`src/rtl/read_id_gate_pkg.sv`:
```
// read_id_gate_pkg: shared read-path types and default widths for the
// read ID admission gate and its scoreboard.
package read_id_gate_pkg;

  localparam int unsigned DEFAULT_ID_WIDTH   = 4;
  localparam int unsigned DEFAULT_DATA_WIDTH = 8;
  localparam int unsigned DEFAULT_ID_COUNT   = 2 ** DEFAULT_ID_WIDTH;

  typedef logic [DEFAULT_ID_WIDTH-1:0]   id_t;
  typedef logic [DEFAULT_DATA_WIDTH-1:0] data_t;

  // One-hot mask selecting a single ID in the busy bitmap.
  function automatic logic [DEFAULT_ID_COUNT-1:0] id_onehot(input id_t id);
    logic [DEFAULT_ID_COUNT-1:0] mask;
    mask     = '0;
    mask[id] = 1'b1;
    return mask;
  endfunction

endpackage : read_id_gate_pkg

```
`src/rtl/read_id_gate_id_scoreboard.sv`:
```
// id_scoreboard: tracks which read IDs are in flight, how many reads are
// outstanding, and (with READ_ID_GATE_ERR_EN defined) a sticky protocol
// error flag for releases of IDs that were never claimed.
module id_scoreboard
  import read_id_gate_pkg::*;
#(
  parameter int unsigned ID_WIDTH        = DEFAULT_ID_WIDTH,
  parameter int unsigned MAX_OUTSTANDING = 8,
  localparam int unsigned ID_COUNT       = 2 ** ID_WIDTH,
  localparam int unsigned CNT_WIDTH      = $clog2(MAX_OUTSTANDING + 1)
) (
  input  logic                 clk,
  input  logic                 rst_n,
  input  logic                 set_i,
  input  logic [ID_WIDTH-1:0]  set_id_i,
  input  logic                 clr_i,
  input  logic [ID_WIDTH-1:0]  clr_id_i,
  output logic [ID_COUNT-1:0]  busy_o,
  output logic [CNT_WIDTH-1:0] count_o,
  output logic                 room_c,
  output logic                 err_o
);

  logic [ID_COUNT-1:0]  busy_q;
  logic [ID_COUNT-1:0]  busy_d;
  logic [ID_COUNT-1:0]  set_mask;
  logic [ID_COUNT-1:0]  clr_mask;
  logic [CNT_WIDTH-1:0] cnt_q;
  logic [CNT_WIDTH-1:0] cnt_d;

  // Decode the claim and release strobes into bitmap masks.
  always_comb begin
    set_mask = '0;
    clr_mask = '0;
    if (set_i) set_mask[set_id_i] = 1'b1;
    if (clr_i) clr_mask[clr_id_i] = 1'b1;
  end

  // Next bitmap: release first, then claim, so a fresh claim is never lost.
  always_comb begin
    busy_d = (busy_q & ~clr_mask) | set_mask;
  end

  // Next count: a simultaneous claim and release cancel; release saturates at 0.
  always_comb begin
    cnt_d = cnt_q;
    if (set_i && !clr_i) begin
      cnt_d = cnt_q + CNT_WIDTH'(1);
    end else if (!set_i && clr_i && (cnt_q != '0)) begin
      cnt_d = cnt_q - CNT_WIDTH'(1);
    end
  end

  // Bitmap and counter state.
  always_ff @(posedge clk or negedge rst_n) begin
    if (!rst_n) begin
      busy_q <= '0;
      cnt_q  <= '0;
    end else begin
      busy_q <= busy_d;
      cnt_q  <= cnt_d;
    end
  end

`ifdef READ_ID_GATE_ERR_EN
  logic err_q;
  logic err_d;

  // Flag a release of an ID that is not in flight, or a release at zero count.
  always_comb begin
    err_d = err_q;
    if (clr_i && (!busy_q[clr_id_i] || ((cnt_q == '0) && !set_i))) begin
      err_d = 1'b1;
    end
  end

  // Sticky error register, cleared only by reset.
  always_ff @(posedge clk or negedge rst_n) begin
    if (!rst_n) begin
      err_q <= 1'b0;
    end else begin
      err_q <= err_d;
    end
  end

  assign err_o = err_q;
`else
  assign err_o = 1'b0;
`endif

  assign busy_o  = busy_q;
  assign count_o = cnt_q;
  assign room_c  = (cnt_q < CNT_WIDTH'(MAX_OUTSTANDING));

endmodule : id_scoreboard

```
`src/rtl/read_id_gate.sv`:
```
// read_id_gate: admission stage ahead of the read reorder buffer. Allows at
// most one outstanding read per ID and MAX_OUTSTANDING reads in total.
// AR is registered through a one-entry holding register; R passes straight
// through and releases its ID on handshake.
// Optional feature macro: READ_ID_GATE_ERR_EN (sticky protocol error on err_o).
module read_id_gate
  import read_id_gate_pkg::*;
#(
  parameter int unsigned DATA_WIDTH      = DEFAULT_DATA_WIDTH,
  parameter int unsigned ID_WIDTH        = DEFAULT_ID_WIDTH,
  parameter int unsigned MAX_OUTSTANDING = 8,
  localparam int unsigned ID_COUNT       = 2 ** ID_WIDTH,
  localparam int unsigned CNT_WIDTH      = $clog2(MAX_OUTSTANDING + 1)
) (
  input  logic                  clk,
  input  logic                  rst_n,
  input  logic [ID_WIDTH-1:0]   s_arid_i,
  input  logic                  s_arvalid_i,
  output logic                  s_arready_o,
  output logic [DATA_WIDTH-1:0] s_rdata_o,
  output logic [ID_WIDTH-1:0]   s_rid_o,
  output logic                  s_rvalid_o,
  input  logic                  s_rready_i,
  output logic [ID_WIDTH-1:0]   m_arid_o,
  output logic                  m_arvalid_o,
  input  logic                  m_arready_i,
  input  logic [DATA_WIDTH-1:0] m_rdata_i,
  input  logic [ID_WIDTH-1:0]   m_rid_i,
  input  logic                  m_rvalid_i,
  output logic                  m_rready_o,
  output logic [ID_COUNT-1:0]   busy_ids_o,
  output logic [CNT_WIDTH-1:0]  outstanding_o,
  output logic                  err_o
);

  logic                full_q;
  logic [ID_WIDTH-1:0] held_id_q;
  logic                slot_free_c;
  logic                room_c;
  logic                ar_ready_c;
  logic                ar_accept_c;
  logic                r_hs_c;
  logic [ID_COUNT-1:0] busy_c;

  // Admission: holding slot can take a new AR, the ID is idle and there is room.
  always_comb begin
    slot_free_c = !full_q || m_arready_i;
    ar_ready_c  = slot_free_c && !busy_c[s_arid_i] && room_c;
    ar_accept_c = s_arvalid_i && ar_ready_c;
    r_hs_c      = m_rvalid_i && s_rready_i;
  end

  // AR holding register: load on accept, drain when downstream takes it.
  always_ff @(posedge clk or negedge rst_n) begin
    if (!rst_n) begin
      full_q    <= 1'b0;
      held_id_q <= '0;
    end else if (ar_accept_c) begin
      full_q    <= 1'b1;
      held_id_q <= s_arid_i;
    end else if (m_arready_i) begin
      full_q    <= 1'b0;
    end
  end

  id_scoreboard #(
    .ID_WIDTH        (ID_WIDTH),
    .MAX_OUTSTANDING (MAX_OUTSTANDING)
  ) u_id_scoreboard (
    .clk      (clk),
    .rst_n    (rst_n),
    .set_i    (ar_accept_c),
    .set_id_i (s_arid_i),
    .clr_i    (r_hs_c),
    .clr_id_i (m_rid_i),
    .busy_o   (busy_c),
    .count_o  (outstanding_o),
    .room_c   (room_c),
    .err_o    (err_o)
  );

  assign s_arready_o = ar_ready_c;
  assign m_arvalid_o = full_q;
  assign m_arid_o    = held_id_q;
  assign busy_ids_o  = busy_c;

  // R channel is a pure combinational passthrough.
  assign s_rdata_o  = m_rdata_i;
  assign s_rid_o    = m_rid_i;
  assign s_rvalid_o = m_rvalid_i;
  assign m_rready_o = s_rready_i;

endmodule : read_id_gate
```
`config.mk`:
```
export PLATFORM = sky130hd
export DESIGN_NAME = read_id_gate
export DESIGN_NICKNAME = d
export VERILOG_FILES = /design/src/rtl/read_id_gate_pkg.sv /design/src/rtl/read_id_gate_id_scoreboard.sv /design/src/rtl/read_id_gate.sv
export SDC_FILE = /design/constraint.sdc
export NUM_CORES = 1
export LEC_CHECK = 0
export ABC_AREA = 0
export BUFFER_PORTS_ARGS = -buffer_cell sky130_fd_sc_hd__buf_2
export CAP_MARGIN = 40
export CORE_UTILIZATION = 42
export CTS_CLUSTER_DIAMETER = 50
export DETAILED_ROUTE_END_ITERATION = 10
export PLACE_DENSITY = 0.75
export SYNTH_ARGS = -nofsm -noshare
export SYNTH_HDL_FRONTEND = slang
export SYNTH_SLANG_ARGS = --single-unit
```
`constraint.sdc`:
```
create_clock -name clk -period 2.15 [get_ports clk]
set_input_delay 0.1075 -clock clk [delete_from_list [all_inputs] [get_ports clk]]
set_output_delay 0.1075 -clock clk [all_outputs]
set_load 0.01 [all_outputs]
```
; ---- After elaboration in Yosys (flattened, before gate mapping)
; Cells that the tools add are included.
[op_classes]
add_sub_neg = 2
n_mul = 0
n_div = 0
order_cmp = 5
n_eq_ne = 0
shift = 0
muxes = 12
n_bitwise = 3
reduce_logical = 17
[op_table]
columns = operator, count
row1 = two-way mux 16 bit, 2
row2 = AND 16 bit, 1
row3 = NOT 16 bit, 1
row4 = OR 16 bit, 1
row5 = "< comparator 4 x 5 -> 1 bit, second input constant", 2
row6 = logical AND 1 bit, 9
row7 = demux 1 bit (select 4 bit), 2
row8 = ">= comparator 4 x 1 -> 1 bit, second input constant", 2
row9 = two-way mux 4 bit, 2
row10 = two-way mux 1 bit, 5
row11 = "adder 4 x 1 -> 4 bit, second input constant", 1
row12 = binary-select mux 1 bit (select 4 bit), 1
row13 = zero test 1 bit, 4
row14 = "< comparator 4 bit, second input constant", 1
row15 = nonzero test 2 bit, 2
row16 = nonzero test 4 bit, 1
row17 = "subtractor 4 x 1 -> 4 bit, second input constant", 1
row18 = logical OR 1 bit, 1
[word_totals]
ff_bits = 25
latch_bits = 0
mem_bits_rw = 0
romBits = 0
input_bits = 22
out_inout_bits = 41
word_cells = 43
mem_count = 0

; ---- Logic depth before layout (Yosys ltp)
; Gate-level depths: netlist (run 1).
[logic_depth]
ltp_word = 11
mapped_depth = 11
mapped_depth_nobuf = 10

; ---- By module
; Synthesis (run 1) repeated with hierarchy kept, for this count alone.
[hier_totals]
hier_cells = 156
area_unflattened_um2 = 1514.0
[by_module_without_submodules]
columns = mod, n_inst, cells_each, area_per_inst_um2, seq_area_each_um2
row1 = id_scoreboard, 1, 102, 993.5, 500.5
row2 = read_id_gate, 1, 54, 520.5, 125.1

; ---- Worst setup path before layout (run 1)
; OpenSTA, ideal clock, no wires.
[synth_path]
path_kind = register to register
startpoint = reg u_id_scoreboard.busy_q[8], in the netlist u_id_scoreboard.busy_o[8]
endpoint = reg u_id_scoreboard.cnt_q[3], in the netlist u_id_scoreboard.count_o[3]
setup_ns = 0.133
arrival_ns = 2.377
required_time_ns = 2.017
setup_slack_ns = -0.360
stages_incl_launch_ff = 11
path_buffers = 0
synth_period_minus_slack_ns = 2.510
path_cell_list = dfrtp_1 -> mux2_4 -> a222oi_1 -> o211a_1 -> nand3_1 -> ha_1 -> a21o_1 -> a21oi_1 -> nand3_1 -> nand2_1 -> o211ai_1
[synth_between]
elab_chain_len = 10
elab_cells_between_ends = 12
cone_classes = mux: 3 / reduce/logical: 9
[synth_rtl]
columns = item, line_no
row1 = "start, declared", read_id_gate_id_scoreboard.sv:24  ; logic [ID_COUNT-1:0] busy_q;
row2 = "start signal, assigned", read_id_gate_id_scoreboard.sv:60  ; busy_q <= busy_d;
row3 = binary-select mux 1 bit (select 4 bit) (*), read_id_gate.sv:48  ; ar_ready_c = slot_free_c && !busy_c[s_arid_i] && room_c;
row4 = two-way mux 1 bit (not written as such) (*), read_id_gate.sv:48
row5 = zero test 1 bit (*), read_id_gate.sv:48
row6 = logical AND 1 bit (*) (2 in series), read_id_gate.sv:48
row7 = net s_arready_o, read_id_gate.sv:19  ; output logic s_arready_o,
row8 = logical AND 1 bit (*), read_id_gate.sv:49  ; ar_accept_c = s_arvalid_i && ar_ready_c;
row9 = zero test 1 bit, read_id_gate_id_scoreboard.sv:49  ; end else if (!set_i && clr_i && (cnt_q != '0)) begin
row10 = logical AND 1 bit (2 in series), read_id_gate_id_scoreboard.sv:49
row11 = nonzero test 2 bit (no line), -
row12 = "end signal, assigned", read_id_gate_id_scoreboard.sv:61  ; cnt_q <= cnt_d;
row13 = "end, declared", read_id_gate_id_scoreboard.sv:28  ; logic [CNT_WIDTH-1:0] cnt_q;
; Mark *: on every way through the listed nets, which the timed path passes. The rest lies on a longest branch. The select of a mux whose other input is x is not followed.
; A chain may end at the register's enable or synchronous reset.

; ---- Worst setup path in the final report (run 1)
[layout_path]
startpoint = reg u_id_scoreboard.busy_q[10], in the netlist u_id_scoreboard.busy_o[10]
endpoint = reg u_id_scoreboard.cnt_q[3], in the netlist u_id_scoreboard.count_o[3]
[layout_between]
elab_chain_len = 10
elab_cells_between_ends = 12
cone_classes = mux: 3 / reduce/logical: 9
[layout_rtl]
columns = item, line_no
row1 = binary-select mux 1 bit (select 4 bit) (*), read_id_gate.sv:48
row2 = two-way mux 1 bit (not written as such) (*), read_id_gate.sv:48
row3 = zero test 1 bit (*), read_id_gate.sv:48
row4 = logical AND 1 bit (*) (2 in series), read_id_gate.sv:48
row5 = logical AND 1 bit (*), read_id_gate.sv:49
row6 = zero test 1 bit, read_id_gate_id_scoreboard.sv:49
row7 = logical AND 1 bit (2 in series), read_id_gate_id_scoreboard.sv:49
row8 = nonzero test 2 bit (no line), -
; Mark *: on every way between the ends. The rest lies on a longest branch, timed or not. The select of a mux whose other input is x is not followed.

==> results of run 1 <==
==> per-layer routing <==
metal  GRT usage, %  vias to the layer above  share of wire (%)
met5              0                        -                  0
met4          16.88                        0                3.3
met3          4.904                       13                6.0
met2          40.03                       59                 50
met1          27.41                      665                 41
li1               -                      622                  -
==> registers in the layout, indices dropped and copies added (netlist names) <==
register	flops
u_id_scoreboard.busy_o	16
m_arid_o	4
u_id_scoreboard.count_o	4
m_arvalid_o	1
==> cells by family (layout without fill, tap and decap cells) <==
logic type | count (synthesis) | after routing
muxes | 14 | 14
other | 1 | 1
and+or+nand+nor | 31 | 31
DFF | 25 | 25
xor gates and xnor gates | 3 | 3
AOI/OAI and AO/OA | 42 | 42
buffers and inverters | 21 | 85
adders and majority gates | 3 | 3
==> power by group through the flow <==
| stage | logic (mW) | clock network [mW] | registers, mW |
|---|---|---|---|
| after floorplan | 0.562 | 0 | 0.991 |
| after global placement | 1.34 | 0 | 0.857 |
| after detailed placement | 1.40 | 0 | 0.876 |
| after CTS | 1.53 | 0.221 | 0.873 |
| after global routing | 1.68 | 0.244 | 0.902 |
| final | 1.56 | 0.220 | 0.875 |
==> layout make-up <==
| type | instances | area, um2 |
|---|---|---|
| fillers | 273 | 1231 |
| multi-input cells | 94 | 739.5 |
| flip-flops and latches | 25 | 625.6 |
| repair buffers | 79 | 493.0 |
| well taps | 44 | 55.05 |
| clock buffers | 4 | 26.28 |
| inverters | 2 | 7.507 |
==> worst max-delay path: stages (launching register included) <==
cell	delay, ns
dfrtp_1	0.41
mux2_4	0.26
a222oi_1	0.39
o211a_1	0.27
nand3_4	0.11
ha_4	0.24
a21o_1	0.16
a21oi_2	0.17
nand3_1	0.09
nand2_1	0.08
o211ai_1	0.11
==> cells in the final DEF, fill, tap and decap left out, drive strengths merged <==
cell type     n
o2111ai       1
conb          1
a222oi        1
nor3          1
ha            2
buf          78
mux4          1
nand4         2
nor2b         1
nor4          1
o211a         1
nand2         7
o21ai        33
nor3b         2
or3b          2
dfrtp        25
mux2          7
and3b         1
a21oi         1
mux2i         6
a211oi        1
nor2          2
nand4b        2
dlygate4sd3   1
or3           2
nand3         2
clkbuf        4
nand2b        4
xnor2         2
inv           2
o2bb2ai       2
a21o          1
xor2          1
or2           2
fa            1
o211ai        1
==> how the worst max path moves through the flow <==
stage	start	to	cells after the start
5_1_grt	u_id_scoreboard.busy_o[10]$_DFF_PN0_	u_id_scoreboard.count_o[3]$_DFFE_PN0P_	10
4_1_cts	u_id_scoreboard.busy_o[10]$_DFF_PN0_	u_id_scoreboard.count_o[3]$_DFFE_PN0P_	10
3_3_place_gp	u_id_scoreboard.busy_o[8]$_DFF_PN0_	u_id_scoreboard.count_o[3]$_DFFE_PN0P_	10
3_5_place_dp	u_id_scoreboard.busy_o[10]$_DFF_PN0_	u_id_scoreboard.count_o[3]$_DFFE_PN0P_	10
6_report	u_id_scoreboard.busy_o[10]$_DFF_PN0_	u_id_scoreboard.count_o[3]$_DFFE_PN0P_	10
2_1_floorplan	u_id_scoreboard.busy_o[8]$_DFF_PN0_	u_id_scoreboard.count_o[3]$_DFFE_PN0P_	10
==> per-stage QoR <==
step / cell area (um2) / worst slack [ns] / hold WS (ns) / setup TNS (ns)
finish: 1947 / -0.2590 / 0.06374 / -0.5431
global route: 1947 / -0.3745 / 0.05174 / -0.8456
CTS: 1959 / -0.2290 / 0.06245 / -1.236
detailed placement: 1810 / -0.2748 / 0.1347 / -0.5284
global placement: 1810 / -0.1552 / 0.1164 / -0.3024
floorplan: 1463 / -0.2718 / -0.1881 / -0.3742
==> what timing repair did <==
item	CTS	global route
setup buffers	6	1
endpoints found under the hold margin	25	0
hold buffers	1	0
gates resized for setup	17	4
pin swaps	8	9
endpoints found under the setup margin	3	20
==> results.json, run 1 <==
{
  "status": "finished with violations",
  "violations": "negative setup slack",
  "syn_inst": 140,
  "min_to": "m_arvalid_o$_DFFE_PN0P_",
  "cts.reportedPaths.clkPinSlew_ns": 0.14,
  "num_antenna_cells": 0,
  "dieArea_um2": 3701,
  "synthXorXnorAreaFrac_pct": 1.807,
  "drt_wl_total_um": 4065,
  "cp_max_fo": 4,
  "synth_compound_area_share_pct": 16.87,
  "clock_sinks": 25,
  "maxSlewHeadroom_pct": 61.88,
  "synth_edf_count": 0,
  "path_class": "reg -> reg",
  "antenna_found_initial": 0,
  "synth_warnings": 0,
  "synthMuxAreaShare_pct": 11.36,
  "fin_cells": 248,
  "clockRootBuffer": "clkbuf_4",
  "setup-violations-final": 3,
  "die_w_um": 60.84,
  "grt_use_total_pct": 23.97,
  "synth_top_family_by_area": "compound AO/OA/AOI/OAI gates",
  "cts_buffer_depth": 2,
  "yosys.area.top_type": "dfrtp_1",
  "drv_slew": 0,
  "cts-buffers-inserted": 3,
  "pwr-share-clk_pct": 8.3,
  "worst_slew_pin_slew_ns": 0.5718,
  "worstReg2RegEnd": "u_id_scoreboard.count_o[3]$_DFFE_PN0P_",
  "drive_above_1_share_pct": 50.98,
  "die_h_um": 60.84,
  "start_kind": "flop",
  "synth-simple-area-share_pct": 12.74,
  "htree_levels": 1,
  "pwr_density_cell_nw_per_um2": 1362,
  "avgViaCountPerCell": 5.480,
  "hold_path.class": "in -> reg",
  "hold_depth": 3,
  "switching_share_pct": 38.79,
  "fp-row-count": 20,
  "coreArea_um2": 3178,
  "r2r_cells": 10,
  "p_sw_mw": 1.029,
  "synth_seq_cells": 25,
  "crit_arrival_ns": 2.62,
  "grt_setup_unrepaired": "true",
  "ir_worst_vdd_mv": 0.5667,
  "final.min_clock_period_ns": 2.409,
  "clock_skew_ns": 0.003953,
  "wire_per_inst_um": 16.39,
  "synth.net_count": 165,
  "ys_types": 39,
  "fin_crit_sh_pct": 112.0,
  "synth_top_cell_area_share_pct": 43.03,
  "r2r_setup_slack_ns": -0.26,
  "synth.avg_cell_area_um2": 10.38,
  "ys.flop_type": "dfrtp_1",
  "p_int_mw": 1.623,
  "min-delay-start": "m_arready_i",
  "clock_latency_ns": 0.33,
  "grt_pass1_vias": 1360,
  "io_pins": 63,
  "yosysSeqAreaShare_pct": 43.03,
  "start_util_pct": 45.75,
  "drt_pass1_iterations": 4,
  "port_buffers": 45,
  "drt_iter0_markers": 61,
  "async_flop_share_pct": 100.0,
  "postLayoutCoreUtil_pct": 61.26,
  "gp_congestion": 0.9153,
  "final_nets": 230,
  "sequentialPowerShare_pct": 33.0,
  "synth_adder_area_share_pct": 3.098,
  "r2r_start": "u_id_scoreboard.busy_o[10]$_DFF_PN0_",
  "synth.top_cells.by_count": "dfrtp_1, o21ai_0, buf_4",
  "grt-ovfl-total": 0,
  "drc_errors": 0,
  "grt_pass1_wl_um": 6258,
  "power.leakage_nw": 0.9289,
  "dp_hpwl_um": 3008,
  "crit_required_ns": 2.36,
  "vias": 1359,
  "fmax_ghz": 0.4151,
  "cp-end-kind": "flop",
  "ys_top_cells_by_area": "dfrtp_1, o21ai_0, buf_4",
  "comb_power_share_pct": 58.7,
  "syn_to_final_growth_pct": 33.91,
  "setup_slack_ns": -0.2590,
  "antenna_left": 0,
  "cts_tree": "yes",
  "dp.cells": 239,
  "syn_area_um2": 1454,
  "cap_violations": 0,
  "grt_max_degree": 26,
  "hold_violations": 0,
  "p_total_mw": 2.652
}
(Power assumes the default switching activity.)
==> inputs of run 2 (changes only) <==
--- a/config.mk
+++ b/config.mk
@@ -11,2 +11,3 @@
 export CORE_UTILIZATION = 42
+export CTS_BUF_LIST = sky130_fd_sc_hd__clkbuf_4 sky130_fd_sc_hd__clkbuf_8 sky130_fd_sc_hd__clkbuf_16
 export CTS_CLUSTER_DIAMETER = 50
==> constraint.sdc (replaced) <==
create_clock -name clk -period 2.15 [get_ports clk]
set_input_delay 0.43 -clock clk [delete_from_list [all_inputs] [get_ports clk]]
set_output_delay 0.43 -clock clk [all_outputs]
set_load 0.01 [all_outputs]
==> results.json, run 2 (same netlist as run 1, synthesis figures left out) <==
{
  "status": "finished with violations",
  "violations": "negative setup slack",
  "fmax_ghz": 0.4187,
  "die_h_um": 60.84,
  "dp_hpwl_um": 3082,
  "fin_setup_tns_ns": -0.9200,
  "clock_sinks": 25,
  "htree_levels": 1,
  "syn_to_final_growth_pct": 35.54,
  "vias": 1345,
  "hold_buffers": 0,
  "io_pins": 63,
  "cts.reportedPaths.clkPinSlew_ns": 0.14,
  "avgViaCountPerCell": 5.423,
  "largest_reg_flops": 16,
  "grt_setup_unrepaired": "true",
  "slowest_stage": "dfrtp_1",
  "worst_slew_pin_slew_ns": 0.5613,
  "drt_pass1_iterations": 4,
  "fp-row-count": 20,
  "drv_slew": 0,
  "num_antenna_cells": 0,
  "start_util_pct": 45.75,
  "hold_path.class": "in -> async",
  "grt_pass1_vias": 1315,
  "critPathTopFamily": "compound AO/OA/AOI/OAI gates",
  "ir_worst_vdd_mv": 0.4706,
  "crit_path_start": "u_id_scoreboard.busy_o[8]$_DFF_PN0_",
  "path_class": "reg -> reg",
  "final_nets": 230,
  "grt_use_total_pct": 23.22,
  "cp_max_fo": 4,
  "final.min_clock_period_ns": 2.388,
  "clock_latency_ns": 0.33,
  "antenna_found_initial": 0,
  "antenna_left": 0,
  "cp-end-kind": "flop",
  "setup-violations-final": 5,
  "clockRootBuffer": "clkbuf_4",
  "holdWs_ns": 0.06940,
  "crit_required_ns": 2.38,
  "critPathBufInv": 0,
  "power.leakage_nw": 0.9479,
  "pwr_density_cell_nw_per_um2": 1349,
  "cts_buffer_depth": 2,
  "drive_above_1_share_pct": 53.92,
  "post_dp_cell_area_um2": 1826,
  "die_w_um": 60.84,
  "drt_iter0_markers": 52,
  "final_common_cell": "buf_2",
  "grt-ovfl-total": 0,
  "cap_violations": 0,
  "r2r_start": "u_id_scoreboard.busy_o[8]$_DFF_PN0_",
  "grt_max_degree": 26,
  "stdcell_area_um2": 1971,
  "grt_pass1_wl_um": 6237,
  "coreArea_um2": 3178,
  "clock_skew_ns": 0.007020,
  "maxSlewHeadroom_pct": 62.58,
  "crit_arrival_ns": 2.61,
  "start_kind": "flop",
  "setup_slack_ns": -0.2385,
  "cts_tree": "yes",
  "gp_congestion": 0.8988,
  "layout_common_cells": "buf_2, buf_4, dfrtp_1",
  "fin_crit_sh_pct": 111.1,
  "crit_chain": "mux2_4 -> a222oi_1 -> o211a_1 -> nand3_4 -> ha_4 -> a21o_1 -> a21oi_2 -> nand3_1 -> nand2_1 -> o211ai_1",
  "hold_violations": 0,
  "cts-buffers-inserted": 3,
  "slowest_delay_ns": 0.42,
  "drc_errors": 0,
  "fill_cells": 247,
  "wire_per_inst_um": 16.10,
  "port_buffers": 45,
  "drt_wl_total_um": 3994,
  "dieArea_um2": 3701
}
## run 2: cell count changes in the layout (fill, tap and decap cells not counted), sizes merged
cell,before,now
clkinv,0,1
buf,78,79
dlygate4sd3,1,0
clkbuf,4,3
## run 2: area by class of cell
cell class	instances	area, um2	area share (%)
clock buffers	3	22.52	1.143
clock inverters	1	5.005	0.2540
inverters	2	7.507	0.3810
multi-input cells	94	757.0	38.41
flip-flops and latches	25	625.6	31.75
well taps	44	55.05	2.794
repair buffers	79	498.0	25.27
## run 2: per-stage QoR
| stage | setup slack, ns | total power, mW | util (%) | instances |
|---|---|---|---|---|
| after floorplan | -0.4288 | 1.554 | - | 140 |
| after global placement | -0.4043 | 2.185 | 57.44 | 241 |
| after detailed placement | -0.5319 | 2.254 | 57.44 | 241 |
| after CTS | -0.2360 | 2.571 | 60.71 | 248 |
| after global routing | -0.3518 | 2.825 | 62.01 | 248 |
| final | -0.2385 | 2.658 | 62.01 | 248 |
## run 2: worst reg2reg max path, cell delays in order, from the launching register on
cell,delay [ns]
dfrtp_1,0.42
mux2_4,0.28
a222oi_1,0.42
o211a_1,0.27
nand3_4,0.12
ha_4,0.22
a21o_1,0.16
a21oi_2,0.17
nand3_1,0.09
nand2_1,0.07
o211ai_1,0.08
## run 2: per-layer routing
layer | global-route usage, % | up-vias | part of all wire [%]
met1 | 28.92 | 662 | 41
met5 | 0 | - | 0
li1 | - | 623 | -
met4 | 9.091 | 0 | 1.2
met3 | 3.198 | 5 | 5.3
met2 | 40.66 | 55 | 52
## run 2: where the power goes
part | leakage, nW | internal, mW | switching (mW)
Sequential | 0.309 | 0.704 | 0.178
Clock | 0.0177 | 0.0699 | 0.149
Combinational | 0.621 | 0.841 | 0.716
Total | 0.948 | 1.62 | 1.04
## run 2: path summary, 6_finish.rpt
check / endpoint / slack, ns / cells past startpoint
min in group clk: m_arvalid_o$_DFFE_PN0P_ / 0.37 / 3
worst max-delay path: u_id_scoreboard.count_o[3]$_DFFE_PN0P_ / -0.24 / 10
worst min register to register: m_arid_o[2]$_DFFE_PN0P_ / 0.51 / 2
max in group asynchronous: u_id_scoreboard.busy_o[4]$_DFF_PN0_ / 1.70 / 1
worst max register to register: u_id_scoreboard.count_o[3]$_DFFE_PN0P_ / -0.24 / 10
worst min-delay path: u_id_scoreboard.busy_o[3]$_DFF_PN0_ / 0.07 / 1
## run 2: repair_timing
action | in CTS | in global routing
setup endpoints to repair | 10 | 18
buffers inserted | 4 | 1
gates cloned | 0 | 0
pin swaps | 11 | 8
gates resized for setup | 9 | 16
